File: src/rtl/decode_issue_queue.sv
// decode_issue_queue
//   In-order circular queue between the A/B decoders and dependency resolution.
//   Accepts up to two decoded instructions per cycle (A older than B) and issues
//   up to two per cycle from the head, oldest first. The issue registers read
//   the pre-update queue state, so an entry never bypasses straight to issue.
//   queueStall_o is a registered near-full flag. It keeps four slots free so
//   the pairs already in flight through the registered stall unit still fit.

module decode_issue_queue #(
    parameter int DEPTH   = 8,
    parameter int INSTR_W = 64
) (
    input  logic                     clock_i,
    input  logic                     reset_i,
    input  logic                     flush_i,
    input  logic                     decAValid_i,
    input  logic [INSTR_W-1:0]       decAInstr_i,
    input  logic                     decBValid_i,
    input  logic [INSTR_W-1:0]       decBInstr_i,
    input  logic                     issueStall_i,
    output logic                     queueStall_o,
    output logic                     issueAValid_o,
    output logic [INSTR_W-1:0]       issueAInstr_o,
    output logic                     issueBValid_o,
    output logic [INSTR_W-1:0]       issueBInstr_o,
    output logic [$clog2(DEPTH):0]   count_o,
    output logic                     overflow_o
);

    localparam int PTR_W = $clog2(DEPTH);
    localparam int CNT_W = PTR_W + 1;

    localparam logic [CNT_W-1:0] DEPTH_C     = CNT_W'(DEPTH);
    localparam logic [CNT_W-1:0] STALL_LIMIT = CNT_W'(DEPTH - 4);
    localparam logic [CNT_W-1:0] ONE_C       = CNT_W'(1);
    localparam logic [CNT_W-1:0] TWO_C       = CNT_W'(2);

    logic [INSTR_W-1:0] mem [DEPTH];

    logic [PTR_W-1:0]   head;
    logic [PTR_W-1:0]   tail;
    logic [CNT_W-1:0]   count;

    logic [1:0]         nEnq;
    logic [1:0]         nAcc;
    logic [1:0]         nDeq;
    logic [CNT_W-1:0]   space;
    logic               dropEnq;
    logic               accEnq;
    logic               issueFire;
    logic               hasOne;
    logic               hasTwo;
    logic [CNT_W-1:0]   countNext;
    logic [PTR_W-1:0]   tailPlus1;
    logic [PTR_W-1:0]   headPlus1;
    logic [INSTR_W-1:0] wrData0;

    assign count_o = count;

    // Enqueue acceptance, dequeue amount and next occupancy.
    // The space check deliberately ignores same-cycle pops.
    always_comb begin
        nEnq      = {1'b0, decAValid_i} + {1'b0, decBValid_i};
        space     = DEPTH_C - count;
        dropEnq   = (CNT_W'(nEnq) > space);
        accEnq    = !flush_i && !dropEnq && (nEnq != 2'd0);
        nAcc      = accEnq ? nEnq : 2'd0;
        hasOne    = (count >= ONE_C);
        hasTwo    = (count >= TWO_C);
        issueFire = !flush_i && !issueStall_i;
        nDeq      = 2'd0;
        if (issueFire) begin
            if (hasTwo) begin
                nDeq = 2'd2;
            end else if (hasOne) begin
                nDeq = 2'd1;
            end
        end
        countNext = count + CNT_W'(nAcc) - CNT_W'(nDeq);
        if (flush_i) begin
            countNext = '0;
        end
        tailPlus1 = tail + PTR_W'(1);
        headPlus1 = head + PTR_W'(1);
        // When only B is valid it takes the first free slot.
        wrData0   = decAValid_i ? decAInstr_i : decBInstr_i;
    end

    // Storage writes: slot 0 at tail, slot 1 at tail+1 only for a full pair.
    always_ff @(posedge clock_i) begin
        if (accEnq) begin
            mem[tail] <= wrData0;
            if (nEnq == 2'd2) begin
                mem[tailPlus1] <= decBInstr_i;
            end
        end
    end

    // Head/tail pointers and occupancy; pointers wrap naturally at DEPTH.
    always_ff @(posedge clock_i or negedge reset_i) begin
        if (!reset_i) begin
            head  <= '0;
            tail  <= '0;
            count <= '0;
        end else if (flush_i) begin
            head  <= '0;
            tail  <= '0;
            count <= '0;
        end else begin
            head  <= head + PTR_W'(nDeq);
            tail  <= tail + PTR_W'(nAcc);
            count <= countNext;
        end
    end

    // Issue registers: load from head/head+1 when not held, hold otherwise.
    always_ff @(posedge clock_i or negedge reset_i) begin
        if (!reset_i) begin
            issueAValid_o <= 1'b0;
            issueAInstr_o <= '0;
            issueBValid_o <= 1'b0;
            issueBInstr_o <= '0;
        end else if (flush_i) begin
            issueAValid_o <= 1'b0;
            issueAInstr_o <= '0;
            issueBValid_o <= 1'b0;
            issueBInstr_o <= '0;
        end else if (!issueStall_i) begin
            issueAValid_o <= hasOne;
            issueAInstr_o <= hasOne ? mem[head] : '0;
            issueBValid_o <= hasTwo;
            issueBInstr_o <= hasTwo ? mem[headPlus1] : '0;
        end
    end

    // Registered near-full flag, computed from next occupancy.
    always_ff @(posedge clock_i or negedge reset_i) begin
        if (!reset_i) begin
            queueStall_o <= 1'b0;
        end else if (flush_i) begin
            queueStall_o <= 1'b0;
        end else begin
            queueStall_o <= (countNext > STALL_LIMIT);
        end
    end

    // Sticky overflow; a flush neither sets nor clears it.
    always_ff @(posedge clock_i or negedge reset_i) begin
        if (!reset_i) begin
            overflow_o <= 1'b0;
        end else if (!flush_i && dropEnq) begin
            overflow_o <= 1'b1;
        end
    end

endmodule

File: config.mk
export PLATFORM = sky130hd
export DESIGN_NAME = decode_issue_queue
export DESIGN_NICKNAME = d
export VERILOG_FILES = /design/src/rtl/decode_issue_queue.sv
export SDC_FILE = /design/constraint.sdc
export NUM_CORES = 2
export LEC_CHECK = 0
export BUFFER_PORTS_ARGS = -buffer_cell sky130_fd_sc_hd__buf_2
export CORE_ASPECT_RATIO = 0.8
export CORE_UTILIZATION = 35
export DETAILED_ROUTE_END_ITERATION = 16
export GPL_TIMING_DRIVEN = 0
export PLACE_DENSITY = 0.57
export SLEW_MARGIN = 5
export SYNTH_ARGS = -nofsm -noshare
export SYNTH_HDL_FRONTEND = slang
export SYNTH_SLANG_ARGS = --single-unit
export TNS_END_PERCENT = 5
File: constraint.sdc
create_clock -name clock_i -period 9.99 [get_ports clock_i]
set_input_delay 1.4985 -clock clock_i [delete_from_list [all_inputs] [get_ports clock_i]]
set_output_delay 1.4985 -clock clock_i [all_outputs]
set_load 0.02 [all_outputs]
# Yosys cells after proc, flatten, opt, wreduce, memory -nomap -nowiden
# Memories as Yosys holds them, arrays and structs flattened.
# Cells that the tools add are included.
[word_totals] wordCells=57 out_inout_bits=136 ramBits=512 in_bits=134 regBits=142 n_memories=1
[memory_table] memory="mem" depth=8 width=64 rd=2 rd_ports_with_merged_regs=0 write_ports=2 line_no="38" text="logic [INSTR_W-1:0] mem [DEPTH];"
[op_classes] mux=25 magnitude_cmp=4 reduce_logical=8 n_addsub=8 eq_ne=2
[ops] op="two-way mux 64 bit" n=7
[ops] op="two-way mux 1 bit" n=11
[ops] op="two-way mux 4 bit" n=2
[ops] op="adder 3 x 1 -> 3 bit, second input constant" n=2
[ops] op="adder 3 x 2 -> 3 bit" n=2
[ops] op="two-way mux 2 bit" n=3
[ops] op="two-way mux 3 bit" n=2
[ops] op="adder 4 x 2 -> 4 bit" n=1
[ops] op=">= comparator 4 x 1 -> 1 bit, second input constant" n=1
[ops] op=">= comparator 4 x 2 -> 1 bit, second input constant" n=1
[ops] op="> comparator 2 x 4 -> 1 bit" n=1
[ops] op="> comparator 4 x 3 -> 1 bit, second input constant" n=1
[ops] op="logical AND 1 bit" n=4
[ops] op="subtractor 4 x 2 -> 4 bit" n=1
[ops] op="subtractor 4 bit, first input constant" n=1
[ops] op="zero test 1 bit" n=3
[ops] op="adder 1 x 1 -> 2 bit" n=1
[ops] op="== test 2 bit, second input constant" n=1
[ops] op="inequality test 2 bit, second input constant" n=1
[ops] op="nonzero test 2 bit" n=1

# Depth between registers and ports, before layout
[depth] word_depth=11 depth_mapped=18 ltp_nobuf=15

# Worst setup path before layout
# OpenSTA, ideal clock, no wires.
[synth_timing] path_kind="in2reg" startpoint="in decAValid_i" endpoint="mem mem[0][0] (enable)" arrival_ns=9.663 path_slack_ns=-0.317 path_stages=11 required_time_ns=9.346 n_path_buf=3 cell_sequence="clkbuf_1 -> clkbuf_1 -> inv_1 -> ha_1 -> inv_1 -> ha_1 -> nand2_1 -> o211ai_1 -> buf_2 -> nor2_1 -> nor4_1"
[synth_lines] element="from (decl)" line_no="16" text="input logic decAValid_i,"
[synth_lines] element="to (decl)" line_no="38"

# Final worst setup path
[layout_timing] startpoint="in decAValid_i" endpoint="reg queueStall_o"
[layout_via] elab_chain_len=11
[layout_rtl] element="adder 1 x 1 -> 2 bit *" line_no="63" text="nEnq = {1'b0, decAValid_i} + {1'b0, decBValid_i};"
[layout_rtl] element="> comparator 2 x 4 -> 1 bit" line_no="65" text="dropEnq = (CNT_W'(nEnq) > space);"
[layout_rtl] element="zero test 1 bit" line_no="66" text="accEnq = !flush_i && !dropEnq && (nEnq != 2'd0);"
[layout_rtl] element="logical AND 1 bit (2 in a row)" line_no="66"
[layout_rtl] element="two-way mux 2 bit *" line_no="67" text="nAcc = accEnq ? nEnq : 2'd0;"
[layout_rtl] element="adder 4 x 2 -> 4 bit *" line_no="79" text="countNext = count + CNT_W'(nAcc) - CNT_W'(nDeq);"
[layout_rtl] element="subtractor 4 x 2 -> 4 bit *" line_no="79"
[layout_rtl] element="two-way mux 4 bit *" line_no="80" text="if (flush_i) begin"
[layout_rtl] element="> comparator 4 x 3 -> 1 bit *" line_no="143" text="queueStall_o <= (countNext > STALL_LIMIT);"
[layout_rtl] element="two-way mux 1 bit *" line_no="140" text="end else if (flush_i) begin"
[layout_rtl] element="to (signal assigned)" line_no="143"
[layout_rtl] element="to (decl)" line_no="21" text="output logic queueStall_o,"
# Every way passes the cells marked *; elsewhere a longest branch is shown, timed or not.
# A chain may end at the register's enable or synchronous reset.

==> impl_metrics.py <==
metrics = {
    "routing": {
        "via_per_inst": 5.995,
        "detail-route-antenna-nets": 0,
        "drtIter0Drc": 2755,
        "drt-total-wl_mm": 132.9,
        "drcViolationCount": 0,
        "num_vias": 25300,
        "firstDrtPassIters": 5,
        "routedWlPerCell_um": 31.50,
    },
    "die": {
        "coreArea_um2": 101200,
        "rows": 104,
        "io_pins": 270,
        "dieArea_um2": 104100,
        "fp.dieW_um": 360.4,
        "die_h_um": 288.8,
        "initial_core_util": 0.3553,
    },
    "synthesis": {
        "yosysMostFrequentCell": "mux2_2",
        "ys_async_sr_fraction": 0.2171,
        "ys.flop_type": "edfxtp_1",
        "synth_edf_count": 512,
        "yosysTopAreaCellShare": 0.4274,
        "synth_warnings": 0,
        "yosysSeqAreaShare": 0.5262,
        "synthesis.area_um2": 35970,
        "synth_common_cells": "mux2_2, edfxtp_1, mux2i_1, dfrtp_1, a22oi_1",
        "synth_nets": 2600,
        "synth_top_cell_by_area": "edfxtp_1",
        "ys_ff_latch": 654,
        "synth_cell_types": 52,
        "synth_cells": 2445,
        "synth_area_per_cell_um2": 14.71,
        "synth_area_leaders": "edfxtp_1, mux2_2, dfrtp_1, mux2i_1, mux4_2",
    },
    "grt": {
        "grt_pass1_wl_mm": 185.9,
        "overflow": 0,
        "antenna_found_initial": 8,
        "grt_start_max_net_pins": 80,
        "grt_use_total": 0.2490,
        "grt_pass1_vias": 25890,
    },
    "critical_path": {
        "start_kind": "primary input",
        "r2r-start": "count_o[0]$_DFF_PN0_",
        "cp.arrival_ps": 6670,
        "worst-path-max-fanout": 10,
        "rr_endpoint": "queueStall_o$_DFF_PN0_",
        "path_common_cell": "ha_1",
        "crit_chain": "buf_2, clkbuf_1, clkbuf_1, inv_1, ha_1, inv_1, ha_1, nand2_1, o211ai_1, buf_2, or2_2, nand3_1, ha_1, inv_1, ha_1, fa_1, xnor2_1, o21bai_1, a21oi_1",
        "reg2reg_slack_ps": 5760,
        "crit_start": "decAValid_i",
        "critical_path_required_ps": 10520,
        "worstRegToRegCells": 13,
        "critical_path_class": "in2reg",
        "critPathMaxStageDelay_ps": 990,
        "endpoint": "queueStall_o$_DFF_PN0_",
        "slowest_stage": "clkbuf_1",
        "end_kind": "register",
    },
    "clock_tree": {
        "postCtsSetupBuffers": 0,
        "cts.clk_slew.worst_paths_ps": 60,
        "cts_tree": "built",
        "numClockSinks": 654,
        "ctsHoldBuffers": 0,
        "worstSkewPairLatency_ps": 660,
        "post_cts_resized": 0,
        "numCtsBuffers": 75,
        "cts_root_buf": "clkbuf_16",
        "cts_htree_levels": 3,
        "clockBufferDepth": 3,
    },
    "placed_design": {
        "dp_cells": 4076,
        "dpl.hpwl_mm": 87.48,
        "place_congestion": 0.8569,
        "placement.setup.worst_slack_ps": 2982,
        "placed_area_um2": 39890,
        "port_buffers": 268,
    },
    "sta": {
        "slew_violations": 0,
        "rsz0062_at_grt": "no",
        "min_period_ps": 6144,
        "fin_crit_sh": 0.6150,
        "finalHoldViolCount": 0,
        "finClkSkew_ps": 37.85,
        "max_slew_margin": 0.1120,
        "fin_ws_ps": 3846,
        "whs_ps": 473.1,
        "max_freq_ghz": 0.1628,
        "worstMarginPinSlew_ps": 1332,
        "setup-violations-final": 0,
    },
    "finish": {
        "final_nets": 2983,
        "regArea_um2": 18930,
        "multiInputGateArea_um2": 16050,
        "fillers": 9277,
        "drive_gt1_frac": 0.4078,
        "final_cells": 4220,
        "design_area_um2": 42460,
        "area_delta_synth_final_pct": 18.03,
    },
    "job": {
        "cap_viol_max_count": 0,
    },
    "pwr": {
        "power.leakage_nw": 15.21,
        "ir_drop_mv": 0.1367,
        "p_per_area_nw_per_um2": 232.5,
    },
    "worst_hold_path": {
        "hold_path_class": "reg2reg",
    },
    "status": {
        "status": "finished, final reports clean",
    },
}
[worst max-delay path, delay by kind of cell]
kind / cells / cell delay [ps]
simple gates: 3 / 390
buf+inv: 7 / 2570
compound gates: 3 / 480
fa+ha+maj: 5 / 1560
xor+xnor: 1 / 150
[layer usage]
layer	track usage	wire length (um)	vias up	share of wire
met5	0	37	-	0.00028
met4	0.09606	4773	6	0.036
met3	0.05174	12500	305	0.094
met2	0.3842	59480	1404	0.45
met1	0.3439	56130	13050	0.42
li1	-	-	10540	-
[logic make-up (layout without fill, tap and decap cells)]
family	after synthesis	in the layout	share of synthesized area
flip-flops	654	654	0.5262
other	0	6	0
AND/OR/NAND/NOR	185	185	0.02289
multiplexers	1024	1024	0.3335
AO/OA/AOI/OAI	343	343	0.07641
buffers and inverters	208	652	0.02970
XOR/XNOR	10	10	0.003165
adder cells (fa/ha/maj)	21	21	0.008139
[placed cells by master (no fill, tap or decap), types with 71 or more instances in the layout]
master / Yosys / final
mux2_2: 564 / 564
edfxtp_1: 512 / 512
buf_2: 44 / 311
mux2i_1: 256 / 256
dfrtp_1: 142 / 142
a22oi_1: 129 / 129
mux2_1: 122 / 122
clkbuf_1: 103 / 120
clkbuf_16: 0 / 77
nand2_1: 73 / 73
nor2_1: 79 / 71
[layout make-up]
class	instances	share of cell area
Clock buffer	104	0.05013
Sequential cell	654	0.4458
Timing Repair Buffer	306	0.05133
Antenna cell	6	0.0003536
Buffer	193	0.02384
Clock inverter	34	0.01008
Inverter	15	0.001326
Multi-Input combinational cell	1583	0.3781
Tap cell	1325	0.03905
[worst min-delay path by stage]
stage / slack, ps / start / depth (start not counted) / end
after floorplan: 590 / issueBValid_o$_DFFE_PN0P_ / 2 / issueBValid_o$_DFFE_PN0P_
after global placement: 460 / issueAValid_o$_DFFE_PN0P_ / 2 / issueAValid_o$_DFFE_PN0P_
after detailed placement: 460 / issueAInstr_o[57]$_DFFE_PN0P_ / 2 / issueAInstr_o[57]$_DFFE_PN0P_
after CTS: 480 / issueAInstr_o[57]$_DFFE_PN0P_ / 2 / issueAInstr_o[57]$_DFFE_PN0P_
after global routing: 500 / issueAValid_o$_DFFE_PN0P_ / 2 / issueAValid_o$_DFFE_PN0P_
final: 470 / issueAInstr_o[57]$_DFFE_PN0P_ / 2 / issueAInstr_o[57]$_DFFE_PN0P_
[flip-flops by register name (all words and copies together), names as in the netlist]
register       count
issueAValid_o      1
queueStall_o       1
overflow_o         1
count_o            4
tail               3
issueBInstr_o     64
head               3
issueBValid_o      1
mem              512
issueAInstr_o     64
[report_power, final]
| group | internal (mW) | switching [mW] | leakage, nW |
|---|---|---|---|
| Clock | 1.71 | 1.20 | 1.23 |
| Combinational | 1.33 | 2.07 | 7.41 |
| Sequential | 3.32 | 0.242 | 6.56 |
| Total | 6.36 | 3.51 | 15.2 |
[through the flow]
step | TNS, ps | power, mW | utilization
final | 0 | 9.870 | 0.4194
after global routing | 0 | 10.19 | 0.4193
after CTS | 0 | 9.869 | 0.4192
after detailed placement | 0 | 6.975 | 0.3940
after global placement | -1253160 | 6.855 | 0.3850
after floorplan | 0 | 5.671 | -
Note: power is estimated with default switching activity, not from simulation.
